## src/rtl/mem_access_stage.sv

```systemverilog
// mem_access_stage
//   MEM pipeline stage. Takes the EX/MEM register outputs (me_*) and drives a
//   32-bit data-memory port. Scalar loads/stores take one bus beat; MAT_W-bit
//   matrix loads/stores are split into MAT_W/32 sequential beats. Upstream
//   stages are stalled while an access is in flight, and results are
//   registered into the MEM/WB boundary.
//
// Ports
//   clk, rst          clock, asynchronous active-high reset
//   me_*              EX/MEM register outputs (held stable while stall_o=1)
//   fwd_wb_data       forwarded WB data, used as store data when me_rs2_r_select=1
//   dmem_*            data-memory request/response port (dmem_ready = beat accepted)
//   stall_o           freezes PC, IF/ID, ID/EX and EX/MEM
//   wb_*              MEM/WB register outputs
//   misalign_o        one-cycle misaligned-access flag
module mem_access_stage #(
    parameter int MAT_W  = 128,
    parameter int ADDR_W = 32
) (
    input  logic              clk,
    input  logic              rst,
    input  logic [31:0]       me_alu_o,
    input  logic [31:0]       me_regs_data2,
    input  logic [31:0]       fwd_wb_data,
    input  logic              me_rs2_r_select,
    input  logic [MAT_W-1:0]  me_matrix_o,
    input  logic [4:0]        me_rd,
    input  logic              me_mem_read,
    input  logic              me_mem_write,
    input  logic              me_mem2reg,
    input  logic [1:0]        me_w_select,
    input  logic [2:0]        me_func3_code,
    output logic              dmem_req,
    output logic              dmem_we,
    output logic [ADDR_W-1:0] dmem_addr,
    output logic [31:0]       dmem_wdata,
    output logic [3:0]        dmem_wstrb,
    input  logic              dmem_ready,
    input  logic [31:0]       dmem_rdata,
    output logic              stall_o,
    output logic              wb_valid,
    output logic [4:0]        wb_rd,
    output logic [31:0]       wb_data,
    output logic [MAT_W-1:0]  wb_matrix,
    output logic [1:0]        wb_w_select,
    output logic              wb_mem2reg,
    output logic              misalign_o
);

    localparam int BEATS = MAT_W / 32;
    localparam int BW    = (BEATS > 1) ? $clog2(BEATS) : 1;
    localparam logic [BW-1:0] LAST_BEAT = BW'(BEATS - 1);

    localparam logic [0:0] IDLE = 1'b0;
    localparam logic [0:0] BUSY = 1'b1;

    logic [0:0]       state;
    logic [BW-1:0]    beat;
    logic [MAT_W-1:0] mat_buf;

    logic             mem_op;
    logic             is_matrix;
    logic             is_store;
    logic             is_load;
    logic             misaligned;
    logic             start;
    logic             beat_done;
    logic             final_done;

    logic [31:0]      store_src;
    logic [31:0]      scalar_wdata;
    logic [3:0]       scalar_strb;
    logic [31:0]      mat_word;
    logic [7:0]       load_byte;
    logic [15:0]      load_half;
    logic [31:0]      load_data;
    logic [MAT_W-1:0] assembled;

    // Access classification and beat bookkeeping
    always_comb begin
        mem_op    = me_mem_read | me_mem_write;
        is_matrix = (me_w_select == 2'b10);
        // read+write together behaves as a store
        is_store  = me_mem_write;
        is_load   = me_mem_read & ~me_mem_write;

        if (is_matrix) begin
            misaligned = (me_alu_o[3:0] != 4'h0);
        end else begin
            case (me_func3_code[1:0])
                2'b00:   misaligned = 1'b0;
                2'b01:   misaligned = me_alu_o[0];
                default: misaligned = (me_alu_o[1:0] != 2'b00);
            endcase
        end

        start      = (state == IDLE) & mem_op & ~misaligned;
        // dmem_req is exactly state==BUSY, so ready outside BUSY is ignored
        beat_done  = (state == BUSY) & dmem_ready;
        final_done = beat_done & (~is_matrix | (beat == LAST_BEAT));
    end

    // Store data formatting
    always_comb begin
        store_src = me_rs2_r_select ? fwd_wb_data : me_regs_data2;
        case (me_func3_code[1:0])
            2'b00: begin
                scalar_wdata = {4{store_src[7:0]}};
                scalar_strb  = 4'b0001 << me_alu_o[1:0];
            end
            2'b01: begin
                scalar_wdata = {2{store_src[15:0]}};
                scalar_strb  = me_alu_o[1] ? 4'b1100 : 4'b0011;
            end
            default: begin
                scalar_wdata = store_src;
                scalar_strb  = 4'b1111;
            end
        endcase

        mat_word = '0;
        for (int unsigned i = 0; i < BEATS; i++) begin
            if (beat == BW'(i)) begin
                mat_word = me_matrix_o[32*i +: 32];
            end
        end
    end

    // Load data extraction; the final matrix beat bypasses the buffer
    always_comb begin
        case (me_alu_o[1:0])
            2'b00:   load_byte = dmem_rdata[7:0];
            2'b01:   load_byte = dmem_rdata[15:8];
            2'b10:   load_byte = dmem_rdata[23:16];
            default: load_byte = dmem_rdata[31:24];
        endcase
        load_half = me_alu_o[1] ? dmem_rdata[31:16] : dmem_rdata[15:0];

        case (me_func3_code)
            3'b000:  load_data = {{24{load_byte[7]}}, load_byte};
            3'b001:  load_data = {{16{load_half[15]}}, load_half};
            3'b100:  load_data = {24'h0, load_byte};
            3'b101:  load_data = {16'h0, load_half};
            default: load_data = dmem_rdata;
        endcase

        assembled = mat_buf;
        assembled[MAT_W-1 -: 32] = dmem_rdata;
    end

    // Bus and stall outputs
    always_comb begin
        dmem_req   = (state == BUSY);
        dmem_we    = 1'b0;
        dmem_addr  = '0;
        dmem_wdata = '0;
        dmem_wstrb = '0;
        if (dmem_req) begin
            dmem_we   = me_mem_write;
            dmem_addr = ADDR_W'({me_alu_o[31:2], 2'b00} + (32'(beat) << 2));
            if (is_store) begin
                dmem_wdata = is_matrix ? mat_word : scalar_wdata;
                dmem_wstrb = is_matrix ? 4'b1111 : scalar_strb;
            end
        end
        // gated by rst so every output reads 0 while reset is held
        stall_o = ~rst & (start | ((state == BUSY) & ~final_done));
    end

    always_ff @(posedge clk or posedge rst) begin
        if (rst) begin
            state       <= IDLE;
            beat        <= '0;
            mat_buf     <= '0;
            wb_valid    <= 1'b0;
            wb_rd       <= '0;
            wb_data     <= '0;
            wb_matrix   <= '0;
            wb_w_select <= '0;
            wb_mem2reg  <= 1'b0;
            misalign_o  <= 1'b0;
        end else begin
            case (state)
                IDLE: begin
                    misalign_o <= mem_op & misaligned;
                    if (mem_op) begin
                        // bubble while the access runs, or drop on misalignment
                        wb_valid <= 1'b0;
                        wb_rd    <= '0;
                        if (!misaligned) begin
                            state <= BUSY;
                            beat  <= '0;
                        end
                    end else begin
                        wb_valid    <= 1'b1;
                        wb_rd       <= me_rd;
                        wb_data     <= me_alu_o;
                        wb_matrix   <= me_matrix_o;
                        wb_w_select <= me_w_select;
                        wb_mem2reg  <= me_mem2reg;
                    end
                end
                default: begin
                    misalign_o <= 1'b0;
                    if (beat_done) begin
                        if (is_matrix && is_load) begin
                            for (int unsigned i = 0; i < BEATS; i++) begin
                                if (beat == BW'(i)) begin
                                    mat_buf[32*i +: 32] <= dmem_rdata;
                                end
                            end
                        end
                        if (final_done) begin
                            state       <= IDLE;
                            beat        <= '0;
                            wb_valid    <= 1'b1;
                            wb_rd       <= (is_matrix && is_store) ? 5'd0 : me_rd;
                            wb_data     <= (is_load && !is_matrix) ? load_data : me_alu_o;
                            wb_matrix   <= (is_load && is_matrix) ? assembled : me_matrix_o;
                            wb_w_select <= me_w_select;
                            wb_mem2reg  <= me_mem2reg;
                        end else begin
                            beat <= beat + 1'b1;
                        end
                    end
                end
            endcase
        end
    end

endmodule

```

## config.mk

```make
export PLATFORM = sky130hd
export DESIGN_NAME = mem_access_stage
export DESIGN_NICKNAME = d
export VERILOG_FILES = /design/src/rtl/mem_access_stage.sv
export SDC_FILE = /design/constraint.sdc
export NUM_CORES = 1
export LEC_CHECK = 0
export CAP_MARGIN = 20
export CORE_AREA = 2 2 198 200
export CTS_CLUSTER_SIZE = 30
export DETAILED_ROUTE_END_ITERATION = 10
export DIE_AREA = 0 0 200 202
export PLACE_DENSITY = 0.71
export SLEW_MARGIN = 25
export SYNTH_ARGS = -nofsm -noshare
export SYNTH_HDL_FRONTEND = slang
export SYNTH_SLANG_ARGS = --single-unit
```

## constraint.sdc

```tcl
create_clock -name clk -period 22.9 [get_ports clk]
set_input_delay 4.58 -clock clk [delete_from_list [all_inputs] [get_ports clk]]
set_output_delay 4.58 -clock clk [all_outputs]
set_load 0.1 [all_outputs]
```

==> impl_metrics.py <==
metrics = {
    "run_status": {
        "status": "finished, final reports clean",
    },
    "power_and_ir_drop": {
        "net-switching-power_uw": 1540,
        "switching_share_pct": 54.9,
        "p_leak_uw": 0.00919,
        "power.density_nw_per_um2": 132,
        "pwr-share-comb_pct": 58.2,
        "irDropWorstVdd_mv": 0.0578,
        "internal_power_uw": 1260,
        "pwr-share-clk_pct": 17.3,
        "seq_power_share_pct": 24.5,
    },
    "clocking": {
        "post-cts-setup-buffer-count": 0,
        "clk-insertion-delay-late_ns": 0.55,
        "resized_cells_post_cts": 0,
        "clock_sinks": 269,
        "cts_inserted_buffers": 29,
        "cts_max_path_buffers": 3,
        "cts_tree": "yes",
        "clockRootBuffer": "sky130_fd_sc_hd__clkbuf_16",
        "hold_buffers": 0,
        "clk_pin_slew_worst_paths_ns": 0.06,
        "htree_num_levels": 1,
    },
    "setup_path": {
        "crit_family": "buffers and inverters",
        "path_cells": "clkdlybuf4s50_1 > nand2b_1 > nand2_1 > a21oi_1 > clkdlybuf4s50_1",
        "worst_path_most_repeated_cell": "sky130_fd_sc_hd__clkdlybuf4s50_1",
        "crit_path_top_delay_cell": "sky130_fd_sc_hd__clkdlybuf4s50_1",
        "critical_path_buf_inv_count": 2,
        "critical-path-max-stage-delay_ns": 1.24,
        "setup.worst_path.end_class": "primary output",
        "cp.arrival_ns": 7.87,
        "critical_path.startpoint_type": "primary input",
        "worst-path-max-fanout": 27,
        "path_class": "primary input to primary output",
        "critPathRequiredTime_ns": 18.32,
    },
    "logic_synthesis": {
        "postSynthRegisterBits": 269,
        "yosys.cell_types.count": 62,
        "synth_compound_area_share_pct": 16.6,
        "syn-mean-instance-area_um2": 8.72,
        "synth.yosys.seq_area_share_pct": 45.0,
        "synth-adder-area-share_pct": 0.635,
        "synthCells": 1716,
        "synth_largest_area_cell": "sky130_fd_sc_hd__dfrtp_1",
        "area_share_of_the_largest_cell_type_after_synthesis_pct": 45.0,
        "synth.top_cells.by_area": "sky130_fd_sc_hd__dfrtp_1 (45%), sky130_fd_sc_hd__nand2_1 (9.9%), sky130_fd_sc_hd__mux2_2 (7.7%)",
        "simple_gate_share_of_the_synthesized_area_pct": 20.9,
        "number_of_enable_flip_flop_cells_after_synthesis": 0,
        "number_of_warnings_reported_in_the_yosys_synthesis_log": 0,
        "post_synth_xor_area_fraction_pct": 1.46,
        "syn_area_um2": 15000,
        "fraction_of_registers_with_async_set_reset_pct": 100,
        "yosys_most_used_dff": "sky130_fd_sc_hd__dfrtp_1",
        "post_synth_mux_area_share_pct": 10.1,
        "main_combinational_cell_family_by_area_after_synthesis": "simple AND/OR/NAND/NOR gates",
    },
    "place": {
        "gp_congestion": 0.892,
        "hpwlAfterDp_um": 47100,
        "placement.io_buffers": 511,
    },
    "sta": {
        "worst_slew_margin_rel_pct": 25.7,
        "fmaxAchievable_ghz": 0.0803,
        "finalSetupTns_ns": 0,
        "layout_min_cycle_time_ns": 12.45,
        "report.final.setup_viol": 0,
        "clock_skew_ns": 0.0161,
        "rsz0062_at_grt": "false",
        "hold_violations": 0,
        "fin_crit_sh_pct": 54.4,
        "max_slew.worst_pin.slew_ns": 1.11,
        "drv_slew": 0,
    },
    "floorplan": {
        "fp.coreArea_um2": 38300,
        "start_util_pct": 39.1,
        "chipHeight_um": 202,
        "design.portCount": 514,
        "die-area_um2": 40400,
        "row_count": 72,
        "fp.dieW_um": 200,
    },
    "grt": {
        "gr-total-overflow": 0,
        "first_pass_grt_wire_length_um": 93100,
        "first_global_vias": 14700,
        "grt_antenna_before_repair": 3,
        "grt_start_max_net_pins": 156,
        "globalRouteTotalUtil_pct": 30.7,
    },
    "routing": {
        "drt.antenna.violating_nets": 0,
        "wire_per_inst_um": 23.8,
        "drt_drc_violations_left": 0,
        "wl_um": 63700,
        "via_per_inst": 5.62,
        "drt_iter0_markers": 1332,
        "via_count": 15000,
        "first_pass_iteration_count_of_the_detailed_router": 6,
    },
    "cells_and_area": {
        "syn_to_final_growth_pct": 41.3,
        "post_route_cells_drive_above_1_share_pct": 8.96,
        "final_core_util_pct": 55.2,
        "mostFrequentLayoutCells": "sky130_fd_sc_hd__clkdlybuf4s50_1 (506), sky130_fd_sc_hd__nand2_1 (396), sky130_fd_sc_hd__dfrtp_1 (269)",
        "num-nets-final": 2411,
        "mostFrequentLayoutCell": "sky130_fd_sc_hd__clkdlybuf4s50_1",
    },
    "min_path": {
        "hold_class": "flop to flop",
    },
    "flow_run": {
        "max_cap_violations": 0,
    },
}
[registers in the layout, indices dropped and copies added, names as in the netlist]
register	cells
beat	2
wb_mem2reg	1
dmem_req	1
misalign_o	1
wb_rd	5
wb_valid	1
wb_data	32
wb_matrix	128
wb_w_select	2
mat_buf	96
[area by class of cell]
| cell class | count | area, µm² |
|---|---|---|
| Multi-Input combinational cell | 1283 | 7470 |
| Inverter | 21 | 86.3 |
| Clock inverter | 11 | 138 |
| Clock buffer | 43 | 838 |
| Sequential cell | 269 | 6730 |
| Timing Repair Buffer | 527 | 5230 |
| Antenna cell | 3 | 7.51 |
| Fill cell | 3468 | 17100 |
| Tap cell | 518 | 648 |
[layer usage]
metal | up-vias | part of all wire [%] | track usage (%)
met4 | 0 | 4.4 | 12.2
met2 | 794 | 46 | 49.1
met5 | - | 0 | 0
met3 | 155 | 9.5 | 6.47
met1 | 7293 | 40 | 40.7
li1 | 6802 | - | -
[worst min-delay path: stages, from the launching register on]
cell and delay [ns]:
sky130_fd_sc_hd__dfrtp_1 0.34, sky130_fd_sc_hd__nand2_1 0.05, sky130_fd_sc_hd__nand2_1 0.05
[synth_stat cells, drive strengths merged, types with 5 or more instances]
master,instances
a31oi,135
a22o,10
ha,6
and3,38
xor2,13
nand3,20
clkbuf,64
nand3b,24
buf,80
nand2,396
nand4,5
and2,27
o211a,8
a21oi,100
mux2i,33
nor2,159
a221o,8
inv,21
mux2,105
dfrtp,269
o21ai,97
a211oi,9
xnor2,12
a221oi,16
nor3,13
[power groups by stage]
| stage | combinational (µW) | sequential, µW | clock [µW] |
|---|---|---|---|
| after global placement | 1620 | 685 | 0 |
| after detailed placement | 1620 | 692 | 0 |
| after global routing | 1680 | 700 | 508 |
| after floorplan | 381 | 1490 | 0 |
| final | 1630 | 686 | 484 |
| after CTS | 1630 | 684 | 491 |
[path summary, 6_finish.rpt]
path	start	to	slack, ns	cells after the start
worst max-delay path	me_func3_code[0]	dmem_wstrb[2]	10.45	5
worst min register to register	wb_w_select[0]$_DFFE_PP0P_	wb_w_select[0]$_DFFE_PP0P_	0.48	2
min in group asynchronous	rst	misalign_o$_DFF_PP0_	4.54	2
max in group asynchronous	rst	wb_matrix[12]$_DFFE_PP0P_	16.93	3
worst min-delay path	wb_w_select[0]$_DFFE_PP0P_	wb_w_select[0]$_DFFE_PP0P_	0.48	2
worst max register to register	beat[1]$_DFFE_PP0P_	wb_matrix[52]$_DFFE_PP0P_	18.87	9
[metrics by stage]
stage	instances	power (µW)	setup slack [ns]	instance area, µm²	hold slack (ns)
global route	2675	2890	10.30	21100	0.498
floorplan	1717	1870	10.48	15000	0.464
finish	2675	2800	10.45	21100	0.479
CTS	2672	2800	10.51	21100	0.483
detailed placement	2618	2320	10.51	20200	0.467
global placement	2618	2310	10.52	20200	0.459
[kinds of logic (layout without fill, tap and decap cells)]
family                     after synthesis  in the layout
buffers and inverters                  165            602
other                                    1              5
muxes                                  138            138
AOI/OAI and AO/OA                      405            405
and+or+nand+nor                        706            706
adders and majority gates                7              7
xor gates and xnor gates                25             25
DFF                                    269            269
Power figures use the tool's default switching activity.
